<file path="src/rtl/image_stream_dma_if.sv">
// Signal bundle between the image stream DMA and its system: command, pixel
// streams in both directions, and the shared memory a/wd/we/rd port.
interface image_stream_dma_if;
   logic        start;
   logic        mode;
   logic        busy;
   logic        done;
   logic        in_valid;
   logic [7:0]  in_data;
   logic        in_ready;
   logic        out_valid;
   logic [7:0]  out_data;
   logic        out_ready;
   logic        mem_req;
   logic        mem_gnt;
   logic [31:0] a;
   logic [31:0] wd;
   logic        we;
   logic [31:0] rd;

   // DMA side
   modport master (
      input  start, mode, in_valid, in_data, out_ready, mem_gnt, rd,
      output busy, done, in_ready, out_valid, out_data, mem_req, a, wd, we
   );

   // System side: command source, stream endpoints, memory and arbiter
   modport slave (
      output start, mode, in_valid, in_data, out_ready, mem_gnt, rd,
      input  busy, done, in_ready, out_valid, out_data, mem_req, a, wd, we
   );
endinterface

</file>
<file path="src/rtl/image_stream_dma.sv">
// Frame DMA: LOAD streams pixels into the Imagen1 segment, UNLOAD reads the
// Imagen2 segment back out as a pixel stream, one memory word per pixel.
module image_stream_dma #(
   parameter int unsigned IMG_W       = 150,
   parameter int unsigned IMG_H       = 150,
   parameter int unsigned LOAD_BASE   = 400,
   parameter int unsigned UNLOAD_BASE = 22900
) (
   input  logic                       clk,
   input  logic                       rst_n,
   image_stream_dma_if.master         bus
);

   localparam logic [14:0] LAST_IDX = 15'(IMG_W * IMG_H - 1);

   typedef enum logic [2:0] {
      S_IDLE,
      S_LOAD,
      S_UL_READ,
      S_UL_CAPT,
      S_UL_SEND,
      S_DONE
   } state_e;

   state_e      state_q, state_d;
   logic [14:0] idx_q, idx_d;
   logic [7:0]  out_data_q, out_data_d;
   logic        out_valid_q, out_valid_d;
   logic        busy_q, busy_d;
   logic        done_q, done_d;

   logic        mem_req_c;
   logic        in_ready_c;
   logic        we_c;
   logic [31:0] a_c;
   logic [31:0] wd_c;

   // Only the low byte of a memory word carries a pixel.
   logic unused_rd_hi;
   assign unused_rd_hi = ^bus.rd[31:8];

   always_comb begin
      // NOTE: every signal gets a default before the case so no path leaves
      // it unassigned; otherwise synthesis would infer a latch.
      state_d    = state_q;
      idx_d      = idx_q;
      out_data_d = out_data_q;
      mem_req_c  = 1'b0;
      in_ready_c = 1'b0;
      we_c       = 1'b0;
      a_c        = '0;
      wd_c       = '0;

      unique case (state_q)
         S_IDLE: begin
            if (bus.start) begin
               idx_d   = '0;
               state_d = bus.mode ? S_UL_READ : S_LOAD;
            end
         end

         S_LOAD: begin
            mem_req_c  = 1'b1;
            in_ready_c = bus.mem_gnt;
            // Write only while the port is granted; the source holds its pixel otherwise.
            if (bus.in_valid && bus.mem_gnt) begin
               we_c = 1'b1;
               a_c  = 32'(LOAD_BASE) + {17'b0, idx_q};
               wd_c = {24'b0, bus.in_data};
               if (idx_q == LAST_IDX) state_d = S_DONE;
               else                   idx_d   = idx_q + 15'd1;
            end
         end

         S_UL_READ: begin
            mem_req_c = 1'b1;
            if (bus.mem_gnt) begin
               a_c     = 32'(UNLOAD_BASE) + {17'b0, idx_q};
               state_d = S_UL_CAPT;
            end
         end

         S_UL_CAPT: begin
            out_data_d = bus.rd[7:0];
            state_d    = S_UL_SEND;
         end

         S_UL_SEND: begin
            if (bus.out_ready) begin
               if (idx_q == LAST_IDX) begin
                  state_d = S_DONE;
               end else begin
                  idx_d   = idx_q + 15'd1;
                  state_d = S_UL_READ;
               end
            end
         end

         S_DONE:  state_d = S_IDLE;

         default: state_d = S_IDLE;
      endcase

      // Status outputs are registered copies of the next state.
      out_valid_d = (state_d == S_UL_SEND);
      busy_d      = (state_d == S_LOAD) || (state_d == S_UL_READ) ||
                    (state_d == S_UL_CAPT) || (state_d == S_UL_SEND);
      done_d      = (state_d == S_DONE);
   end

   // NOTE: sequential state uses non-blocking assignments so every flop
   // samples its _d value from before this edge.
   always_ff @(posedge clk or negedge rst_n) begin
      if (!rst_n) begin
         state_q     <= S_IDLE;
         idx_q       <= '0;
         out_data_q  <= '0;
         out_valid_q <= 1'b0;
         busy_q      <= 1'b0;
         done_q      <= 1'b0;
      end else begin
         state_q     <= state_d;
         idx_q       <= idx_d;
         out_data_q  <= out_data_d;
         out_valid_q <= out_valid_d;
         busy_q      <= busy_d;
         done_q      <= done_d;
      end
   end

   assign bus.busy      = busy_q;
   assign bus.done      = done_q;
   assign bus.out_valid = out_valid_q;
   assign bus.out_data  = out_data_q;
   assign bus.in_ready  = in_ready_c;
   assign bus.mem_req   = mem_req_c;
   assign bus.we        = we_c;
   assign bus.a         = a_c;
   assign bus.wd        = wd_c;

endmodule

</file>
<file path="src/flat_wrapper.sv">
// flat-port wrapper written by rule: the top's interface ports become plain ports
module image_stream_dma_flat 
#(
   parameter int unsigned IMG_W       = 150,
   parameter int unsigned IMG_H       = 150,
   parameter int unsigned LOAD_BASE   = 400,
   parameter int unsigned UNLOAD_BASE = 22900
)
  (clk, rst_n, bus_start, bus_mode, bus_in_valid, bus_in_data, bus_out_ready, bus_mem_gnt, bus_rd, bus_busy, bus_done, bus_in_ready, bus_out_valid, bus_out_data, bus_mem_req, bus_a, bus_wd, bus_we);
  image_stream_dma_if bus_i ();
  input  logic clk;
  input  logic rst_n;
  input wire logic [$bits(bus_i.start)-1:0] bus_start;
  input wire logic [$bits(bus_i.mode)-1:0] bus_mode;
  input wire logic [$bits(bus_i.in_valid)-1:0] bus_in_valid;
  input wire logic [$bits(bus_i.in_data)-1:0] bus_in_data;
  input wire logic [$bits(bus_i.out_ready)-1:0] bus_out_ready;
  input wire logic [$bits(bus_i.mem_gnt)-1:0] bus_mem_gnt;
  input wire logic [$bits(bus_i.rd)-1:0] bus_rd;
  output wire logic [$bits(bus_i.busy)-1:0] bus_busy;
  output wire logic [$bits(bus_i.done)-1:0] bus_done;
  output wire logic [$bits(bus_i.in_ready)-1:0] bus_in_ready;
  output wire logic [$bits(bus_i.out_valid)-1:0] bus_out_valid;
  output wire logic [$bits(bus_i.out_data)-1:0] bus_out_data;
  output wire logic [$bits(bus_i.mem_req)-1:0] bus_mem_req;
  output wire logic [$bits(bus_i.a)-1:0] bus_a;
  output wire logic [$bits(bus_i.wd)-1:0] bus_wd;
  output wire logic [$bits(bus_i.we)-1:0] bus_we;
  assign bus_i.start = bus_start;
  assign bus_i.mode = bus_mode;
  assign bus_i.in_valid = bus_in_valid;
  assign bus_i.in_data = bus_in_data;
  assign bus_i.out_ready = bus_out_ready;
  assign bus_i.mem_gnt = bus_mem_gnt;
  assign bus_i.rd = bus_rd;
  assign bus_busy = bus_i.busy;
  assign bus_done = bus_i.done;
  assign bus_in_ready = bus_i.in_ready;
  assign bus_out_valid = bus_i.out_valid;
  assign bus_out_data = bus_i.out_data;
  assign bus_mem_req = bus_i.mem_req;
  assign bus_a = bus_i.a;
  assign bus_wd = bus_i.wd;
  assign bus_we = bus_i.we;
  image_stream_dma #(.IMG_W(IMG_W), .IMG_H(IMG_H), .LOAD_BASE(LOAD_BASE), .UNLOAD_BASE(UNLOAD_BASE)) u_core (.clk(clk), .rst_n(rst_n), .bus(bus_i));
endmodule
</file>
<file path="config.mk">
export PLATFORM = sky130hd
export DESIGN_NAME = image_stream_dma_flat
export DESIGN_NICKNAME = d
export VERILOG_FILES = /design/src/rtl/image_stream_dma_if.sv /design/src/rtl/image_stream_dma.sv /design/src/flat_wrapper.sv
export SDC_FILE = /design/constraint.sdc
export NUM_CORES = 1
export LEC_CHECK = 0
export CAP_MARGIN = 30
export CORE_MARGIN = 2
export CORE_UTILIZATION = 37
export CTS_CLUSTER_DIAMETER = 80
export DETAILED_ROUTE_END_ITERATION = 8
export PLACE_DENSITY_LB_ADDON = 0.2
export SYNTH_ARGS = -nofsm -noshare
export SYNTH_HDL_FRONTEND = slang
export SYNTH_SLANG_ARGS = --single-unit
</file>
<file path="constraint.sdc">
create_clock -name clk -period 2.2 [get_ports clk]
set_clock_uncertainty 0.1 [all_clocks]
set_input_delay 0.22 -clock clk [delete_from_list [all_inputs] [get_ports clk]]
set_output_delay 0.22 -clock clk [all_outputs]
set_load 0.02 [all_outputs]
</file>
Yosys cells after proc, flatten, opt, wreduce, memory -nomap -nowiden
Index checks and enable logic that the tools add are counted.
Cells by class
  add/subtract/negate cells: 3
  equal/unequal tests: 13
  reduce and logical (&&, ||, !) cells: 8
  multiplexer cells: 22
Operators with widths (number)
  32-bit 2-to-1 mux: 3
  32-bit one-hot mux with 2 select lines: 1
  15-bit 2-to-1 mux: 4
  15-bit one-hot mux with 3 select lines: 1
  3-bit 2-to-1 mux: 6
  15-bit by 15-bit adder with 16-bit output, first input constant: 1
  9-bit by 15-bit adder with 16-bit output, first input constant: 1
  15-bit by 1-bit adder with 15-bit output, second input constant: 1
  15-bit equality test, second input constant: 1
  3-bit one-hot mux with 5 select lines: 1
  3-bit by 2-bit equality test with 1-bit output, second input constant: 4
  3-bit equality test, second input constant: 3
  8-bit 2-to-1 mux: 1
  3-bit by 1-bit equality test with 1-bit output, second input constant: 2
  1-bit 2-to-1 mux: 4
  2-bit inequality test, second input constant: 2
  4-bit AND reduction: 1
  3-bit logical NOT: 1
  1-bit logical OR: 3
  3-bit nonzero test: 1
  2-bit 2-to-1 mux: 1
  2-bit by 1-bit inequality test with 1-bit output, second input constant: 1
  2-bit OR reduction: 1
  1-bit logical AND: 1
Storage, ports and cells
  register bits: 29
  input port bits: 47
  logic and storage cells: 52
  output and inout port bits: 78

Depth between registers and ports, before layout
  word-level depth: 8
  depth in mapped cells: 8
  mapped depth without buffers: 7

Worst setup path after synthesis
No wires, ideal clock.
  path type: reg2out
  start point: reg u_core.idx_q[2]
  end point: out bus_a[14]
  slack: -0.110 ns
  stages on the path, launching flop included: 7
  data required time: 1.880 ns
  data arrival time: 1.990 ns
  path buffers: 0
  path through: dfrtp_1 ha_1 nand2b_1 o311a_1 o31a_1 o22ai_1 a2bb2oi_1
Between the ends
  word-level cells in the longest chain between the ends: 3
  elaborated cells on any way between the ends: 5
  those cells by class: add/sub: 2; mux: 3
RTL lines
  start: declaration: line image_stream_dma.sv:26  | logic [14:0] idx_q, idx_d;
  start signal: assignment: line image_stream_dma.sv:123  | idx_q <= idx_d;
  15-bit by 15-bit adder with 16-bit output / 9-bit by 15-bit adder with 16-bit output (equally long branches): line image_stream_dma.sv:78, image_stream_dma.sv:68
  32-bit 2-to-1 mux (on tied branches): line image_stream_dma.sv:77, image_stream_dma.sv:66
  32-bit one-hot mux with 2 select lines *: line image_stream_dma.sv:54  | unique case (state_q)
  end: declaration: line flat_wrapper.sv:26  | output wire logic [$bits(bus_i.a)-1:0] bus_a;
Every way passes the cells marked *; elsewhere a longest branch is shown, timed or not.

Final worst setup path
  start point: reg u_core.idx_q[3]
  end point: out bus_a[14]
Same word-level chain as after synthesis.

==> metrics.yaml <==
p_leak_nw: 1.81
yosys_warnings: 0
insertion_delay_ns: 0.29
synth_adder_area_share_pct: 2.99
powerDensity_nw_per_um2: 888
clk_pin_slew_worst_paths_ns: 0.07
cts_root_buffer: "clkbuf_8"
core_region_area_um2: 6680
avgSynthCellArea_um2: 8.32
hp-class: "input pin to asynchronous set/reset pin"
die_area_um2: 7460
synth-seq-area-share_pct: 28.9
vias_per_cell: 5.23
drive_above_1_share_pct: 39.4
start_util_pct: 37.6
io_buffers: 60
p_switching_mw: 1.55
fillers: 614
antenna_found_initial: 0
setup_viol: 24
vias: 2677
grt_max_degree: 30
hold_viol_final: 0
h-tree-depth: 2
start_kind: "flop"
syn-cell-area_um2: 2510
ios: 125
syn_to_final_growth_pct: 57.3
max_freq_ghz: 0.403
synth.distinct_cells: 62
crit_path_end_kind: "output pin"
postCtsHoldBufs: 0
violations: "negative setup slack"
instances_no_fill: 512
comb_power_share_pct: 65.4
sw_frac_of_total_pct: 44.1
cts_buffer_depth: 2
grt_pass1_wl_um: 12200
cts_tree: "built"
grt_use_total_pct: 20.5
ys_ff_latch: 29
worstPathMaxFanout: 3
num_rows: 30
intPower_mw: 1.96
cp.required_ns: 1.88
yosys.area_share.simple_pct: 20.0
critPathKind: "flop to output pin"
drc: 0
synthXorXnorAreaFrac_pct: 2.09
ir_drop_v: 0.000409
period_minus_slack_ns: 2.48
wl_per_cell_um: 15.6
final_cell_mix: "buf_4 (67), conb_1 (40), clkdlybuf4s50_1 (33), dfrtp_1 (28), nand2_1 (20)"
cts_buffers: 5
synth_edf_count: 0
dieWidth_um: 86.4
worst_ep_arrival_time_ns: 2.16
antennaDiodeCount: 0
grt_pass1_vias: 2494
setup_tns_ns: -3.63
clkSinkCount: 29
drtPass1Iterations: 6
cap_violations: 0
gp_congestion: 0.849
layout.nets: 484
synth-async-reset-ratio_pct: 100
ant_nets: 0
overflow: 0
dieHeight_um: 86.4
netlist_instances: 302
synthMuxAreaShare_pct: 3.99
synth_top_family_by_area: "compound AO/OA/AOI/OAI gates"
rsz0062_at_grt: "yes"
layout_commonest_cell: "buf_4"
p_clk_share_pct: 12.6
final_max_slew_viol_count: 0
status: "finished with violations"
dp_hpwl_um: 5380
period_share_pct: 113
wirelength_um: 7970
placed_cells: 487
power.share.sequential_pct: 22.1
setup_slack_ns: -0.279
yosys_most_used_dff: "dfrtp_1"
synth_compound_area_share_pct: 25.5
initialDrtViolationCount: 113
[final cells by class]
cell class	instances	area (um^2)	area share [%]
tap	80	100	2.53
clock inverter	3	17.5	0.443
multi-input combinational	250	1780	45.1
timing repair buffer	139	1230	31.1
inverter	6	27.5	0.697
clock buffer	5	68.8	1.74
sequential	29	727	18.4
[cells by family (layout without fill, tap and decap cells)]
| group | count (synthesis) | in the layout |
|---|---|---|
| XOR/XNOR | 6 | 6 |
| AO/OA/AOI/OAI | 92 | 93 |
| adder cells (fa/ha/maj) | 6 | 6 |
| flip-flops | 29 | 29 |
| multiplexers | 9 | 9 |
| AND/OR/NAND/NOR | 95 | 96 |
| buffers and inverters | 64 | 153 |
| other | 1 | 40 |
[synth_stat cells, types with 3 or more instances]
master	instances	area, um^2
a21boi_0	3	22.5
a21oi_1	24	120
and3_1	11	68.8
buf_2	8	40.0
buf_4	41	308
clkbuf_1	8	30.0
dfrtp_1	29	726
ha_1	6	75.1
inv_1	6	22.5
mux2_2	8	90.1
nand2_1	23	86.3
nand2b_1	6	37.5
nand3_1	8	40.0
nand4_1	5	31.3
nor2_1	18	67.6
o21ai_0	25	125
o22ai_1	3	18.8
o31ai_1	3	22.5
or3_1	5	31.3
xnor2_1	3	26.3
xor2_1	3	26.3
[path summary, 6_finish.rpt]
| kind | start | endpoint | slack, ns | depth (start not counted) |
|---|---|---|---|---|
| max reg2reg | u_core.idx_q[2]$_DFFE_PN0P_ | u_core.idx_q[9]$_DFFE_PN0P_ | -0.19 | 10 |
| min in group clk | u_core.bus.out_data[1]$_DFFE_PN0N_ | u_core.bus.out_data[1]$_DFFE_PN0N_ | 0.40 | 1 |
| min reg2reg | u_core.bus.out_data[1]$_DFFE_PN0N_ | u_core.bus.out_data[1]$_DFFE_PN0N_ | 0.40 | 1 |
| max in group asynchronous | rst_n | u_core.state_q[2]$_DFF_PN0_ | 1.48 | 2 |
| min | rst_n | u_core.bus.busy$_DFF_PN0_ | 0.22 | 2 |
| max | u_core.idx_q[3]$_DFFE_PN0P_ | bus_a[14] | -0.28 | 7 |
[flip-flops by register name (all words and copies together), names as in the netlist]
register,flops
u_core.idx_q,15
u_core.bus.busy,1
u_core.bus.out_data,8
u_core.bus.done,1
u_core.state_q,3
u_core.bus.out_valid,1
[critical path, stage by stage, from the launching register on]
cell and delay, ns:
dfrtp_1 0.41, ha_2 0.22, nand2b_4 0.16, o311a_4 0.36, o31a_1 0.26, o22ai_2 0.16
a2bb2oi_2 0.17, buf_6 0.14
[stage by stage]
stage	utilization (%)	hold WS [ns]	instance area [um^2]	total power, mW	setup WS [ns]
floorplan	-	-0.176	2670	1.96	-0.00999
global placement	51.8	0.385	3460	2.76	-0.620
detailed placement	51.8	0.391	3460	2.78	-0.630
CTS	56.0	0.233	3740	3.36	-0.258
global route	59.1	0.251	3950	3.73	-0.370
finish	59.1	0.223	3950	3.51	-0.279
[power groups by stage]
stage | sequential, mW | combinational [mW] | clock, mW
final | 0.774 | 2.29 | 0.440
after global routing | 0.790 | 2.47 | 0.477
after CTS | 0.769 | 2.14 | 0.454
after detailed placement | 0.764 | 2.02 | 0
after global placement | 0.759 | 2.00 | 0
after floorplan | 0.880 | 1.08 | 0
[routing by layer]
layer | up-vias | track usage [%] | routed length, um
met4 | 0 | 5.54 | 71
li1 | 1276 | - | -
met5 | - | 0 | 0
met1 | 1281 | 26.1 | 3260
met2 | 110 | 35.1 | 3940
met3 | 10 | 4.67 | 690
[what timing repair did]
item	CTS	global route
buffers inserted	8	9
gates resized for setup	133	53
gates cloned	3	0
pin swaps	26	21
endpoints found under the setup margin	39	32
Note: power is estimated with default switching activity, not from simulation.
